==> config.mk <==
export PLATFORM = sky130hd
export DESIGN_NAME = verlet_step_scheduler
export DESIGN_NICKNAME = d
export VERILOG_FILES = /design/src/rtl/verlet_step_scheduler_pkg.sv /design/src/rtl/verlet_step_scheduler_sched_watchdog.sv /design/src/rtl/verlet_step_scheduler.sv
export SDC_FILE = /design/constraint.sdc
export NUM_CORES = 1
export LEC_CHECK = 0
export CORE_MARGIN = 2
export CORE_UTILIZATION = 30
export DETAILED_ROUTE_END_ITERATION = 7
export GPL_ROUTABILITY_DRIVEN = 0
export PLACE_DENSITY_LB_ADDON = 0.3
export REMOVE_ABC_BUFFERS = 1
export SKIP_CTS_REPAIR_TIMING = 1
export SLEW_MARGIN = 40
export SYNTH_ARGS = -nofsm -noshare
export SYNTH_HDL_FRONTEND = slang
export SYNTH_SLANG_ARGS = --single-unit
==> constraint.sdc <==
create_clock -name clk -period 2.5 [get_ports clk]
set_input_delay 0.5 -clock clk [delete_from_list [all_inputs] [get_ports clk]]
set_output_delay 0.5 -clock clk [all_outputs]
set_load 0.01 [all_outputs]
==> src/rtl/verlet_step_scheduler_pkg.sv <==
// Shared definitions for the Verlet frame sequencer: fixed-point format,
// FSM state encoding and an index-width helper.
package verlet_step_scheduler_pkg;

  localparam int FRAC_BITS = 12;

  typedef enum logic [2:0] {
    ST_IDLE       = 3'd0,
    ST_VERLET     = 3'd1,
    ST_SOLVE_REQ  = 3'd2,
    ST_SOLVE_WAIT = 3'd3,
    ST_WRITE      = 3'd4,
    ST_DONE       = 3'd5
  } state_t;

  // Width needed to index n items, never less than one bit.
  function automatic int idx_width(input int n);
    return (n > 1) ? $clog2(n) : 1;
  endfunction

endpackage

==> src/rtl/verlet_step_scheduler_sched_watchdog.sv <==
// Solver watchdog: down-counter loaded on clear, decremented while enabled;
// expired flags the final permitted wait cycle.
module sched_watchdog
  import verlet_step_scheduler_pkg::*;
#(
  parameter int TIMEOUT = 64
) (
  input  logic clk,
  input  logic reset,
  input  logic clear,
  input  logic enable,
  output logic expired
);

  localparam int CNT_W = idx_width(TIMEOUT);
  localparam logic [CNT_W-1:0] LOAD = CNT_W'(TIMEOUT - 1);

  logic [CNT_W-1:0] count;

  always_ff @(posedge clk) begin
    if (reset) begin
      count <= '0;
    end else if (clear) begin
      count <= LOAD;
    end else if (enable && (count != '0)) begin
      count <= count - CNT_W'(1);
    end
  end

  // Terminal count is left unqualified so the FSM can gate it with solver_done.
  assign expired = (count == '0);

endmodule

==> src/rtl/verlet_step_scheduler.sv <==
// Frame sequencer: one integration strobe, then NUM_ITERS relaxation passes
// over segments 1..NUM_NODES-1 through a shared constraint solver.
//
// state      | meaning
// IDLE       | waiting for start
// VERLET     | broadcast integration strobe
// SOLVE_REQ  | request solver for segment node_sel, arm watchdog
// SOLVE_WAIT | wait for solver_done or watchdog expiry
// WRITE      | constraint write-back strobe for node_sel
// DONE       | frame-complete pulse
module verlet_step_scheduler
  import verlet_step_scheduler_pkg::*;
#(
  parameter int                   NUM_NODES = 8,
  parameter int                   NUM_ITERS = 4,
  parameter logic [NUM_NODES-1:0] PIN_MASK  = {{(NUM_NODES-1){1'b0}}, 1'b1},
  parameter int                   TIMEOUT   = 64,
  localparam int                  IDX_W     = idx_width(NUM_NODES),
  localparam int                  ITER_W    = $clog2(NUM_ITERS) + 1
) (
  input  logic                 clk,
  input  logic                 reset,
  input  logic                 start,
  input  logic                 solver_done,
  output logic                 verlet_state,
  output logic [NUM_NODES-1:0] fix_constraint_state,
  output logic [IDX_W-1:0]     node_sel,
  output logic                 solver_start,
  output logic                 busy,
  output logic                 done,
  output logic [ITER_W-1:0]    iter,
  output logic [15:0]          step_count,
  output logic                 timeout_err
);

  localparam logic [IDX_W-1:0]  LAST_SEL  = IDX_W'(NUM_NODES - 1);
  localparam logic [ITER_W-1:0] LAST_ITER = ITER_W'(NUM_ITERS - 1);

  state_t             state_q, state_d;
  logic [IDX_W-1:0]   sel_q, sel_d;
  logic [ITER_W-1:0]  iter_q, iter_d;
  logic [15:0]        step_q, step_d;
  logic               err_q, err_d;
  logic               seg_to_q, seg_to_d;
  logic               wd_clear, wd_enable, wd_expired;

  sched_watchdog #(.TIMEOUT(TIMEOUT)) u_watchdog (
    .clk     (clk),
    .reset   (reset),
    .clear   (wd_clear),
    .enable  (wd_enable),
    .expired (wd_expired)
  );

  always_ff @(posedge clk) begin
    if (reset) begin
      state_q  <= ST_IDLE;
      sel_q    <= '0;
      iter_q   <= '0;
      step_q   <= '0;
      err_q    <= 1'b0;
      seg_to_q <= 1'b0;
    end else begin
      state_q  <= state_d;
      sel_q    <= sel_d;
      iter_q   <= iter_d;
      step_q   <= step_d;
      err_q    <= err_d;
      seg_to_q <= seg_to_d;
    end
  end

  always_comb begin
    state_d              = state_q;
    sel_d                = sel_q;
    iter_d               = iter_q;
    step_d               = step_q;
    err_d                = err_q;
    seg_to_d             = seg_to_q;
    wd_clear             = 1'b0;
    wd_enable            = 1'b0;
    verlet_state         = 1'b0;
    solver_start         = 1'b0;
    done                 = 1'b0;
    fix_constraint_state = '0;

    case (state_q)
      ST_IDLE: begin
        if (start) begin
          state_d = ST_VERLET;
          err_d   = 1'b0;
          iter_d  = '0;
          sel_d   = IDX_W'(1);
        end
      end
      ST_VERLET: begin
        verlet_state = 1'b1;
        state_d      = ST_SOLVE_REQ;
      end
      ST_SOLVE_REQ: begin
        solver_start = 1'b1;
        wd_clear     = 1'b1;
        seg_to_d     = 1'b0;
        state_d      = ST_SOLVE_WAIT;
      end
      ST_SOLVE_WAIT: begin
        if (solver_done) begin
          state_d = ST_WRITE;
        end else begin
          wd_enable = 1'b1;
          if (wd_expired) begin
            seg_to_d = 1'b1;
            err_d    = 1'b1;
            state_d  = ST_WRITE;
          end
        end
      end
      ST_WRITE: begin
        // Pinned nodes still go through the solver so frame timing is fixed.
        if (!seg_to_q && !PIN_MASK[sel_q]) begin
          fix_constraint_state = NUM_NODES'(1) << sel_q;
        end
        if (sel_q < LAST_SEL) begin
          sel_d   = sel_q + IDX_W'(1);
          state_d = ST_SOLVE_REQ;
        end else if (iter_q < LAST_ITER) begin
          iter_d  = iter_q + ITER_W'(1);
          sel_d   = IDX_W'(1);
          state_d = ST_SOLVE_REQ;
        end else begin
          step_d  = step_q + 16'd1;
          state_d = ST_DONE;
        end
      end
      ST_DONE: begin
        done    = 1'b1;
        state_d = ST_IDLE;
      end
      default: state_d = ST_IDLE;
    endcase

    // A reset cycle must never leak a strobe, whatever state is being left.
    if (reset) begin
      verlet_state         = 1'b0;
      solver_start         = 1'b0;
      done                 = 1'b0;
      fix_constraint_state = '0;
    end
  end

  assign busy        = (state_q != ST_IDLE);
  assign node_sel    = sel_q;
  assign iter        = iter_q;
  assign step_count  = step_q;
  assign timeout_err = err_q;

endmodule

==> results_dict.tcl, run 1 <==
set metrics [dict create \
    clockRootBuffer "clkbuf_8" \
    p_leak_nw 1.091 \
    crit_top_cell "clkdlybuf4s50_1" \
    max_slew_margin_pct 64.78 \
    synth_cell_type_count 43 \
    ctsLongestPathBuffers 2 \
    power_mw 1.205 \
    grt_setup_unrepaired "false" \
    multi_input_area_um2 1052 \
    drive_gt1_share_pct 10.47 \
    dr.pass1.iters 4 \
    clkTransAtPathRegs_ns 0.07 \
    max_clock_freq_mhz 417.9 \
    max_stage_delay_ns 0.55 \
    whs_endpoint "step_count[15]" \
    antenna_cells 0 \
    num-fill-cells 608 \
    cp-start-kind "primary input" \
    io_buffers 38 \
    wirelength_um 4378 \
    hold_viol 0 \
    synth_edf_count 0 \
    die_area_um2 6624 \
    fin_util_pct 41.96 \
    worstPathCellList "clkdlybuf4s50_1 > buf_4 > nor2_1 > clkdlybuf4s50_1" \
    initial_core_util_pct 30.71 \
    cap_violations 0 \
    h-tree-depth 2 \
    wl_per_cell_um 13.15 \
    synth-seq-cells 34 \
    setup_viol 0 \
    grt_pass1_wl_um 7279 \
    ys.flop_type "dfxtp_1" \
    critPathKind "primary input to output port" \
    holdPathStages 2 \
    drt-initial-drc-count 38 \
    cts_sinks 34 \
    num_io_pins 39 \
    syn_avg_cell_area_um2 8.556 \
    vdd_drop_max_mv 0.2492 \
    rows 28 \
    period_needed_ns 2.393 \
    core_area_um2 5851 \
    grt_pass1_vias 1576 \
    grt_overflow 0 \
    synthToLayoutAreaGrowth_pct 36.63 \
    synthCells 210 \
    regArea_um2 680.7 \
    cts_tree "built" \
    cts-buffers-inserted 5 \
    async_flop_share_pct 0 \
    cp.required_ns 2.00 \
    slowest_stage "clkdlybuf4s50_1" \
    r2r.worst_path.cells 5 \
    fin_skew_ns 0.008180 \
    die_h_um 81.39 \
    r2r_setup_slack_ns 0.28 \
    crit_arrival_ns 1.89 \
    end_kind "output port" \
    r2r_end "step_count[11]" \
    drtAntennaViolNets 0 \
    hpwl_um 3146 \
    insertion_delay_ns 0.28 \
    fin_nets 271 \
    drc 0 \
    timing.final.crit_share_pct 95.72 \
    place_inst 324 \
    grt_max_degree 19 \
    vias 1694 \
    tightest_slew_ns 0.5248 \
    synth-seq-area-share_pct 37.88 \
    status "complete, no violations" \
    drv_slew 0 \
    grt_antenna_before_repair 0 \
    path_max_fanout 10 \
    die_x_um 81.39 \
    post_drt_via_cell_ratio 5.087 \
    instances_no_fill 333 \
    synth_area_um2 1797 \
    yosysWarnings 0 \
    hold_path_startpoint "step_count[15]" \
    grt_usage_pct 14.03 \
    holdCritPathClass "register to register" \
    power_density_nw_per_um2 490.9 \
    r2r_start "state_q[0]" \
]
routing by layer:
layer | track usage (%) | part of all wire (%) | up-vias | wire length [µm]
met5 | 0 | 0 | - | 0
met4 | 4.746 | 0.66 | 0 | 29
met3 | 3.000 | 2.2 | 4 | 96
met2 | 22.13 | 48 | 26 | 2105
met1 | 18.89 | 49 | 790 | 2145
li1 | - | - | 874 | -
cell usage after synthesis (2+ instances only):
cell type | count | area share [%]
a211oi_1 | 2 | 0.84
a21oi_1 | 26 | 7.2
a22o_1 | 2 | 0.98
a31oi_1 | 2 | 0.70
and2_1 | 3 | 1.0
and3_1 | 7 | 2.4
buf_2 | 2 | 0.56
clkbuf_1 | 8 | 1.7
dfxtp_1 | 34 | 38
ha_1 | 10 | 7.0
inv_1 | 8 | 1.7
mux2i_1 | 3 | 1.7
nand2_1 | 14 | 2.9
nand3_1 | 9 | 2.5
nand4_1 | 2 | 0.70
nor2_1 | 11 | 2.3
nor3_1 | 5 | 1.4
nor4_1 | 5 | 1.7
nor4b_1 | 2 | 0.98
o211ai_1 | 2 | 0.84
o21a_1 | 2 | 0.84
o21ai_1 | 4 | 1.1
o31ai_1 | 9 | 3.8
or3_1 | 5 | 1.7
or3b_1 | 2 | 0.98
or4_1 | 10 | 4.2
xnor2_1 | 4 | 1.9
xor2_1 | 2 | 0.98
sequential cells by signal, indices dropped and copies added, names as in the netlist, named ones only:
register	flops
iter	3
node_sel	3
seg_to_q	1
state_q	3
step_count	16
timeout_err	1
u_watchdog.count	6
layout by cell type, fill, tap and decap left out, drive strengths merged, types with 2 or more instances in the layout:
master         netlist  routed
clkbuf               8       6
nand4                2       2
nand2               14      14
a211oi               2       2
buf                  3      13
dfxtp               34      34
ha                  10      10
o211ai               2       2
xnor2                4       4
o31ai                9       9
and3                 7       7
a21oi               26      26
or3b                 2       2
nor2                11      11
o21ai                5       5
or3                  5       5
mux2i                3       3
clkdlybuf4s50        0      28
and2                 3       3
o21a                 2       2
inv                  8       8
nor3                 5       5
nand3                9       9
nor4                 5       5
xor2                 2       2
or4                 10      10
a31oi                2       2
nor4b                2       2
a22o                 2       2
dlymetal6s2s         0      10
layout make-up:
| class | count | area share (%) |
|---|---|---|
| well taps | 75 | 3.823 |
| clock inverters | 2 | 0.5097 |
| multi-input cells | 157 | 42.86 |
| repair buffers | 51 | 20.49 |
| inverters | 8 | 1.223 |
| flip-flops and latches | 34 | 27.73 |
| clock buffers | 6 | 3.364 |
worst max-delay path, delay by kind of cell:
kind                   cells  cell delay, ns
AND/OR/NAND/NOR            1            0.15
buffers and inverters      3            1.23
report_power, final:
part           internal (mW)  switching, mW
logic                 0.0890          0.104
clock network          0.221          0.204
registers              0.567         0.0192
how the worst max path moves through the flow:
stage          cells past startpoint                       to  startpoint  slack [ns]
5_1_grt                            4             solver_start       reset        0.03
3_3_place_gp                       5  fix_constraint_state[0]       reset       -0.18
3_5_place_dp                       4             verlet_state       reset       -0.17
2_1_floorplan                      4           step_count[13]  state_q[2]        0.14
4_1_cts                            5  fix_constraint_state[5]  state_q[0]       -0.21
6_report                           4             solver_start       reset        0.11
cells by family after synthesis:
logic type	Yosys count	synth area share, %
mux	4	2.298
simple gates	82	26.39
xor+xnor	6	2.925
compound gates	55	19.01
buf+inv	19	4.527
flops	34	37.88
fa+ha+maj	10	6.964
per-stage QoR:
| step | hold WS [ns] | TNS, ns | area (µm²) | worst slack [ns] |
|---|---|---|---|---|
| 2_1_floorplan | 0.4725 | 0 | 1745 | 0.1423 |
| 3_3_place_gp | 0.4628 | -1.543 | 2310 | -0.1830 |
| 3_5_place_dp | 0.4745 | -1.304 | 2310 | -0.1668 |
| 4_1_cts | 0.4848 | -1.777 | 2405 | -0.2130 |
| 5_1_grt | 0.5058 | 0 | 2455 | 0.02648 |
| 6_report | 0.4782 | 0 | 2455 | 0.1071 |
No activity file was read; power rests on OpenSTA's default activity.
==> run 2: changes to the inputs <==
--- a/config.mk
+++ b/config.mk
@@ -5,6 +5,7 @@
 export SDC_FILE = /design/constraint.sdc
 export NUM_CORES = 1
 export LEC_CHECK = 0
+export CAP_MARGIN = 10
 export CORE_MARGIN = 2
 export CORE_UTILIZATION = 30
 export DETAILED_ROUTE_END_ITERATION = 7
@@ -12,7 +13,7 @@
 export PLACE_DENSITY_LB_ADDON = 0.3
 export REMOVE_ABC_BUFFERS = 1
 export SKIP_CTS_REPAIR_TIMING = 1
-export SLEW_MARGIN = 40
+export SLEW_MARGIN = 20
 export SYNTH_ARGS = -nofsm -noshare
 export SYNTH_HDL_FRONTEND = slang
 export SYNTH_SLANG_ARGS = --single-unit
==> results of run 2 <==
No change in the layout: final DEF, timing and power equal those of run 1.
